`src/rtl/cpu_types_pkg.sv`:
```
// Shared CPU memory-side types: word, RAM handshake state, arbiter FSM state
// and the latched request payload used by mem_arbiter.
package cpu_types_pkg;

  localparam int unsigned WORD_W = 32;

  typedef logic [WORD_W-1:0] word_t;

  typedef enum logic [1:0] {
    FREE   = 2'd0,
    BUSY   = 2'd1,
    ACCESS = 2'd2,
    ERROR  = 2'd3
  } ramstate_t;

  typedef enum logic [2:0] {
    IDLE   = 3'd0,
    DGRANT = 3'd1,
    IGRANT = 3'd2,
    TURN   = 3'd3,
    ERR    = 3'd4
  } arb_state_t;

  // Request captured at grant time and replayed onto the RAM port.
  typedef struct packed {
    word_t addr;
    word_t store;
    logic  wr;
  } arb_req_t;

endpackage

```
`src/rtl/mem_arbiter_if.sv`:
```
// Bundle of request-side (fetch/data) and RAM-side signals around mem_arbiter.
//   slave  : arbiter view (takes requests + RAM status, drives hits + RAM port)
//   master : environment view (drives requests + RAM status, observes the rest)
interface mem_arbiter_if;
  import cpu_types_pkg::*;

  logic      iREN;
  word_t     iaddr;
  logic      dREN;
  logic      dWEN;
  word_t     daddr;
  word_t     dstore;
  logic      ihit;
  word_t     iload;
  logic      dhit;
  word_t     dload;
  logic      ramREN;
  logic      ramWEN;
  word_t     ramaddr;
  word_t     ramstore;
  word_t     ramload;
  ramstate_t ramstate;
  logic      memerr;

  modport slave (
    input  iREN, iaddr, dREN, dWEN, daddr, dstore, ramload, ramstate,
    output ihit, iload, dhit, dload, ramREN, ramWEN, ramaddr, ramstore, memerr
  );

  modport master (
    output iREN, iaddr, dREN, dWEN, daddr, dstore, ramload, ramstate,
    input  ihit, iload, dhit, dload, ramREN, ramWEN, ramaddr, ramstore, memerr
  );

endinterface

```
`src/rtl/mem_arbiter_access_watchdog.sv`:
```
// Cycle counter for a granted RAM access; flags when the access has waited
// TIMEOUT cycles.
//   clk, rst  : clock, synchronous active-high reset
//   clr       : restart the count (held while no access is granted)
//   en        : count this cycle
//   timeout_c : combinational, high in the TIMEOUT-th counted cycle
module access_watchdog #(
  parameter int unsigned TIMEOUT = 64,
  parameter int unsigned CNT_W   = 7
) (
  input  logic clk,
  input  logic rst,
  input  logic clr,
  input  logic en,
  output logic timeout_c
);

  logic [CNT_W-1:0] cnt;

  // First granted cycle sees cnt==0, so cnt==TIMEOUT-1 marks the TIMEOUT-th.
  always_ff @(posedge clk) begin
    if (rst || clr) begin
      cnt <= '0;
    end else if (en) begin
      cnt <= cnt + CNT_W'(1);
    end
  end

  assign timeout_c = en && (cnt == CNT_W'(TIMEOUT - 1));

endmodule

```
`src/rtl/mem_arbiter.sv`:
```
// Single-port RAM arbiter: data reads/writes take priority over instruction
// fetch; each access completes with a one-cycle ihit/dhit when the RAM reports
// ACCESS, followed by one turnaround cycle. A watchdog and RAM ERROR status
// push the block into an absorbing error state with a sticky memerr flag.
//   CLK, Rst : clock, synchronous active-high reset
//   bus      : request side (iREN/iaddr, dREN/dWEN/daddr/dstore, hits/loads)
//              and RAM side (ramREN/ramWEN/ramaddr/ramstore, ramload/ramstate)
module mem_arbiter
  import cpu_types_pkg::*;
#(
  parameter int unsigned TIMEOUT = 64,
  parameter int unsigned CNT_W   = 7
) (
  input  logic          CLK,
  input  logic          Rst,
  mem_arbiter_if.slave  bus
);

  arb_state_t state, next_state;
  arb_req_t   req_q, req_d;
  logic       memerr_q;
  logic       in_grant;
  logic       timeout_c;
  logic       d_req;

  logic  ihit, dhit, ram_ren, ram_wen;
  word_t iload, dload, ram_addr, ram_store;

  assign in_grant = (state == DGRANT) || (state == IGRANT);

  access_watchdog #(
    .TIMEOUT (TIMEOUT),
    .CNT_W   (CNT_W)
  ) u_watchdog (
    .clk       (CLK),
    .rst       (Rst),
    .clr       (!in_grant),
    .en        (in_grant),
    .timeout_c (timeout_c)
  );

  // State, latched request and sticky error flag.
  always_ff @(posedge CLK) begin
    if (Rst) begin
      state    <= IDLE;
      req_q    <= '0;
      memerr_q <= 1'b0;
    end else begin
      state <= next_state;
      req_q <= req_d;
      if (next_state == ERR) begin
        memerr_q <= 1'b1;
      end
    end
  end

  // Next state, RAM port drive and completion pulses.
  always_comb begin
    next_state = state;
    req_d      = req_q;
    ihit       = 1'b0;
    iload      = '0;
    dhit       = 1'b0;
    dload      = '0;
    ram_ren    = 1'b0;
    ram_wen    = 1'b0;
    ram_addr   = '0;
    ram_store  = '0;
    d_req      = bus.dREN | bus.dWEN;

    case (state)
      IDLE: begin
        if (d_req) begin
          next_state = DGRANT;
          req_d      = '{addr: bus.daddr, store: bus.dstore, wr: bus.dWEN};
        end else if (bus.iREN) begin
          next_state = IGRANT;
          req_d      = '{addr: bus.iaddr, store: '0, wr: 1'b0};
        end
      end

      DGRANT: begin
        // Enables follow the live request so a dropped request stops at once.
        if (d_req) begin
          ram_addr  = req_q.addr;
          ram_wen   = req_q.wr;
          ram_ren   = !req_q.wr;
          ram_store = req_q.wr ? req_q.store : '0;
        end
        if (bus.ramstate == ERROR) begin
          next_state = ERR;
        end else if (!d_req) begin
          next_state = IDLE;
        end else if (bus.ramstate == ACCESS) begin
          dhit       = 1'b1;
          dload      = bus.ramload;
          next_state = TURN;
        end else if (timeout_c) begin
          next_state = ERR;
        end
      end

      IGRANT: begin
        if (bus.iREN) begin
          ram_addr = req_q.addr;
          ram_ren  = 1'b1;
        end
        if (bus.ramstate == ERROR) begin
          next_state = ERR;
        end else if (!bus.iREN) begin
          next_state = IDLE;
        end else if (bus.ramstate == ACCESS) begin
          ihit       = 1'b1;
          iload      = bus.ramload;
          next_state = TURN;
        end else if (timeout_c) begin
          next_state = ERR;
        end
      end

      TURN:    next_state = IDLE;
      ERR:     next_state = ERR;
      default: next_state = IDLE;
    endcase

    // Nothing leaves the block while reset is asserted.
    if (Rst) begin
      next_state = IDLE;
      ihit       = 1'b0;
      iload      = '0;
      dhit       = 1'b0;
      dload      = '0;
      ram_ren    = 1'b0;
      ram_wen    = 1'b0;
      ram_addr   = '0;
      ram_store  = '0;
    end
  end

  assign bus.ihit     = ihit;
  assign bus.iload    = iload;
  assign bus.dhit     = dhit;
  assign bus.dload    = dload;
  assign bus.ramREN   = ram_ren;
  assign bus.ramWEN   = ram_wen;
  assign bus.ramaddr  = ram_addr;
  assign bus.ramstore = ram_store;
  assign bus.memerr   = memerr_q;

endmodule

```
`src/flat_wrapper.sv`:
```
// flat-port wrapper written by rule: the top's interface ports become plain ports
module mem_arbiter_flat import cpu_types_pkg::*;
#(
  parameter int unsigned TIMEOUT = 64,
  parameter int unsigned CNT_W   = 7
)
  (CLK, Rst, bus_iREN, bus_iaddr, bus_dREN, bus_dWEN, bus_daddr, bus_dstore, bus_ramload, bus_ramstate, bus_ihit, bus_iload, bus_dhit, bus_dload, bus_ramREN, bus_ramWEN, bus_ramaddr, bus_ramstore, bus_memerr);
  mem_arbiter_if bus_i ();
  input  logic CLK;
  input  logic Rst;
  input wire logic [$bits(bus_i.iREN)-1:0] bus_iREN;
  input wire logic [$bits(bus_i.iaddr)-1:0] bus_iaddr;
  input wire logic [$bits(bus_i.dREN)-1:0] bus_dREN;
  input wire logic [$bits(bus_i.dWEN)-1:0] bus_dWEN;
  input wire logic [$bits(bus_i.daddr)-1:0] bus_daddr;
  input wire logic [$bits(bus_i.dstore)-1:0] bus_dstore;
  input wire logic [$bits(bus_i.ramload)-1:0] bus_ramload;
  input wire logic [$bits(bus_i.ramstate)-1:0] bus_ramstate;
  output wire logic [$bits(bus_i.ihit)-1:0] bus_ihit;
  output wire logic [$bits(bus_i.iload)-1:0] bus_iload;
  output wire logic [$bits(bus_i.dhit)-1:0] bus_dhit;
  output wire logic [$bits(bus_i.dload)-1:0] bus_dload;
  output wire logic [$bits(bus_i.ramREN)-1:0] bus_ramREN;
  output wire logic [$bits(bus_i.ramWEN)-1:0] bus_ramWEN;
  output wire logic [$bits(bus_i.ramaddr)-1:0] bus_ramaddr;
  output wire logic [$bits(bus_i.ramstore)-1:0] bus_ramstore;
  output wire logic [$bits(bus_i.memerr)-1:0] bus_memerr;
  assign bus_i.iREN = bus_iREN;
  assign bus_i.iaddr = bus_iaddr;
  assign bus_i.dREN = bus_dREN;
  assign bus_i.dWEN = bus_dWEN;
  assign bus_i.daddr = bus_daddr;
  assign bus_i.dstore = bus_dstore;
  assign bus_i.ramload = bus_ramload;
  assign bus_i.ramstate = bus_ramstate;
  assign bus_ihit = bus_i.ihit;
  assign bus_iload = bus_i.iload;
  assign bus_dhit = bus_i.dhit;
  assign bus_dload = bus_i.dload;
  assign bus_ramREN = bus_i.ramREN;
  assign bus_ramWEN = bus_i.ramWEN;
  assign bus_ramaddr = bus_i.ramaddr;
  assign bus_ramstore = bus_i.ramstore;
  assign bus_memerr = bus_i.memerr;
  mem_arbiter #(.TIMEOUT(TIMEOUT), .CNT_W(CNT_W)) u_core (.CLK(CLK), .Rst(Rst), .bus(bus_i));
endmodule
```
`config.mk`:
```
export PLATFORM = sky130hd
export DESIGN_NAME = mem_arbiter_flat
export DESIGN_NICKNAME = d
export VERILOG_FILES = /design/src/rtl/cpu_types_pkg.sv /design/src/rtl/mem_arbiter_if.sv /design/src/rtl/mem_arbiter_access_watchdog.sv /design/src/rtl/mem_arbiter.sv /design/src/flat_wrapper.sv
export SDC_FILE = /design/constraint.sdc
export NUM_CORES = 1
export LEC_CHECK = 0
export ABC_CLOCK_PERIOD_IN_PS = 4300
export CAP_MARGIN = 30
export CORE_UTILIZATION = 41
export CTS_CLUSTER_DIAMETER = 40
export CTS_CLUSTER_SIZE = 28
export DETAILED_ROUTE_END_ITERATION = 10
export GPL_TIMING_DRIVEN = 0
export PLACE_DENSITY_LB_ADDON = 0.25
export SLEW_MARGIN = 20
export SYNTH_ARGS = -nofsm -noshare
export SYNTH_HDL_FRONTEND = slang
export SYNTH_SLANG_ARGS = --single-unit
```
`constraint.sdc`:
```
create_clock -name CLK -period 4.3 [get_ports CLK]
set_clock_uncertainty 0.1 [all_clocks]
set_input_delay 0.43 -clock CLK [delete_from_list [all_inputs] [get_ports CLK]]
set_output_delay 0.43 -clock CLK [all_outputs]
set_load 0.01 [all_outputs]
```
==> impl_metrics.toml <==
[run_status]
status = "completed"

[worst_hold_path]
hp-start = "u_core.u_watchdog.cnt[0]"
worstHoldPathCells = 1
hold_end = "u_core.u_watchdog.cnt[0]"
hp-class = "flop to flop"

[pwr]
p_seq_share_pct = 40.8
power_frac_comb_pct = 31.2
p_int_mw = 1.43
p_sw_uw = 642
sw_frac_of_total_pct = 31.0
clkPwrFrac_pct = 28.0
power_density_mw_per_mm2 = 277
ir_drop_uv = 185
power_mw = 2.07
power_leakage_nw = 2.87

[timing]
hold_violations = 0
finalCritPeriodShare_pct = 84.6
relSlewSlack_pct = 53.1
maxSlewViolCount = 0
final-setup-viol-count = 0
max_freq_mhz = 275
min_period_ns = 3.64
rsz0062_at_grt = "no"
fin_tns_setup_ns = 0
worst_pin_slew_ns = 0.704

[setup_path]
crit_top_cell = "clkdlybuf4s50_1"
cp.buffers_inverters = 3
crit_fanout = 10
cp_cell_sequence = "clkdlybuf4s50_1, nor2_1, nand2_1, nor3_1, clkbuf_1, and2_1, clkdlybuf4s50_1"
cp-end-kind = "primary output"
path_delay_family = "buffers and inverters"
crit_path_start = "Rst"
rrSetupSlack_ns = 2.34
critPathRequiredTime_ns = 3.77
slowest_stage = "clkdlybuf4s50_1"
cp.arrival_ns = 3.11
r2r-start = "u_core.state[1]"
crit_type = "input port to primary output"
setup.worst_path.start_class = "input port"
reg2regPathDepth = 8
critPathMaxStageDelay_ns = 0.56
worst-path-stages = 7
reg2reg_to = "u_core.req_q[37]"

[global_routing]
gr-usage-met1_pct = 30.5
grt_first_pass_wirelength_um = 25200
grt_pass1_vias = 5351
grtUsageMet2_pct = 51.5
grt_overflow_total = 0
use_met3_pct = 6.13
grt.busiest_layer = "met2"
grt_max_degree = 13
track_usage_pct = 27.7
antenna_found_initial = 0

[cts]
cts_buffer_depth = 2
cts-root-buf = "clkbuf_8"
cts_tree = "yes"
htreeDepth = 3
cts_resized = 0
clock_latency_ns = 0.34
path_clk_slew_ns = 0.07
cts_hold_buf = 0
cts_made_buffers = 9
postCtsSetupBuffers = 0
cts.sinks = 76

[logic_synthesis]
synth.largest_area_cell = "dfxtp_1"
synth-seq-cells = 76
synth_cells = 578
synth.most_common_cell = "and2_1"
ys.warnings.count = 0
yosys-top-cells-count = "and2_1, dfxtp_1, nor2_1"
ys_types = 42
synth-main-ff-cell = "dfxtp_1"
ys_top_cells_by_area = "dfxtp_1, and2_1, a311oi_2, nor2_1, a31oi_1"
ys_async_sr_fraction_pct = 0
synth_edf_count = 0
syn_area_mm2 = 0.00446
postSynthAreaPerCell_um2 = 7.72
synth_top_area_share_pct = 34.1
seq_area_frac_synth_pct = 34.1
synthesis.nets = 714

[route]
dr.pass1.iters = 5
final_antenna_net_count = 0
vias = 5172
vias_per_cell = 5.21
drt-total-wl_um = 15900
drc_errors = 0
drt_iter0_drc = 211
routedWlPerCell_um = 16.0

[floorplan]
pin_count = 268
die_x_um = 106
dieHeight_um = 106
die_area_mm2 = 0.0113
rows = 37
core_area_mm2 = 0.0105
initial_core_util_pct = 42.7

[final_layout]
diodes = 0
syn2layout_area_growth_pct = 67.8
final_area_mm2 = 0.00749
final_core_util_pct = 71.6
nNetsFinal = 990
final_cells = 993
drive_gt1_share_pct = 8.40
n_fill_cell = 860

[placement]
placedCellCount = 979
placed_area_mm2 = 0.00729
numPortBuffers = 265
hpwl_um = 12400
place.gp.congestion = 0.874

[run]
max_cap_violations = 0
-- power by group through the flow --
stage | clock network (mW) | registers, mW | logic [mW]
detailed placement | 0 | 0.861 | 0.642
global placement | 0 | 0.855 | 0.621
global route | 0.621 | 0.857 | 0.706
CTS | 0.587 | 0.845 | 0.646
finish | 0.580 | 0.846 | 0.647
floorplan | 0 | 0.848 | 0.402
-- cells by family (layout without fill, tap and decap cells) --
group           count (synthesis)  after routing  share of synthesized area (%)
simple gates                  295            295                           35.4
compound gates                111            111                           19.6
buf+inv                        88            367                           9.14
flops                          76             76                           34.1
xor+xnor                        5              5                          0.981
fa+ha+maj                       2              2                          0.504
mux                             1              1                          0.224
-- placed cells by master (no fill, tap or decap), types with 3 or more instances in the layout --
cell | netlist | final
nor3_1 | 33 | 33
nand2_1 | 39 | 39
nand3b_1 | 3 | 3
inv_1 | 33 | 33
clkdlybuf4s50_1 | 0 | 265
o21ai_0 | 35 | 35
clkbuf_8 | 0 | 9
dfxtp_1 | 76 | 76
a21oi_1 | 3 | 3
nor2_2 | 20 | 20
xor2_1 | 4 | 4
clkbuf_1 | 41 | 41
buf_4 | 3 | 3
a311oi_1 | 12 | 12
a31oi_1 | 33 | 33
and2_1 | 128 | 128
nor2_1 | 56 | 56
a311oi_2 | 20 | 20
buf_2 | 6 | 6
-- flip-flops by register name, summed over array words and instances, names as in the netlist --
signal	cells
u_core.bus.memerr	1
u_core.req_q	65
u_core.state	3
u_core.u_watchdog.cnt	7
-- through the flow --
step           setup slack, ns  hold WS, ns
3_3_place_gp             0.730        0.331
3_5_place_dp             0.662        0.342
2_1_floorplan             2.12        0.318
5_1_grt                  0.466        0.393
4_1_cts                  0.669        0.358
6_report                 0.664        0.353
-- per-layer routing --
layer	vias up	wire length, µm
met5	-	0
met4	0	346
met3	27	1250
met2	231	8070
met1	2425	6200
li1	2489	-
-- area by class of cell --
class                      instances  area (µm²)  share of cell area (%)
buffer                            55         284                    3.79
clock buffer                       9         124                    1.65
clock inverter                     5        78.8                    1.05
inverter                          33         124                    1.65
multi-input combinational        414        2530                    33.8
sequential                        76        1520                    20.3
tap                              136         170                    2.27
timing repair buffer             265        2650                    35.4
-- worst max-delay path by stage --
stage,end,slack [ns]
floorplan,bus_ramaddr[10],2.12
global placement,bus_ramaddr[11],0.73
detailed placement,bus_ramaddr[29],0.66
CTS,bus_ramaddr[29],0.67
global route,bus_ramaddr[24],0.47
finish,bus_ramaddr[3],0.66
Note: power is estimated with default switching activity, not from simulation.
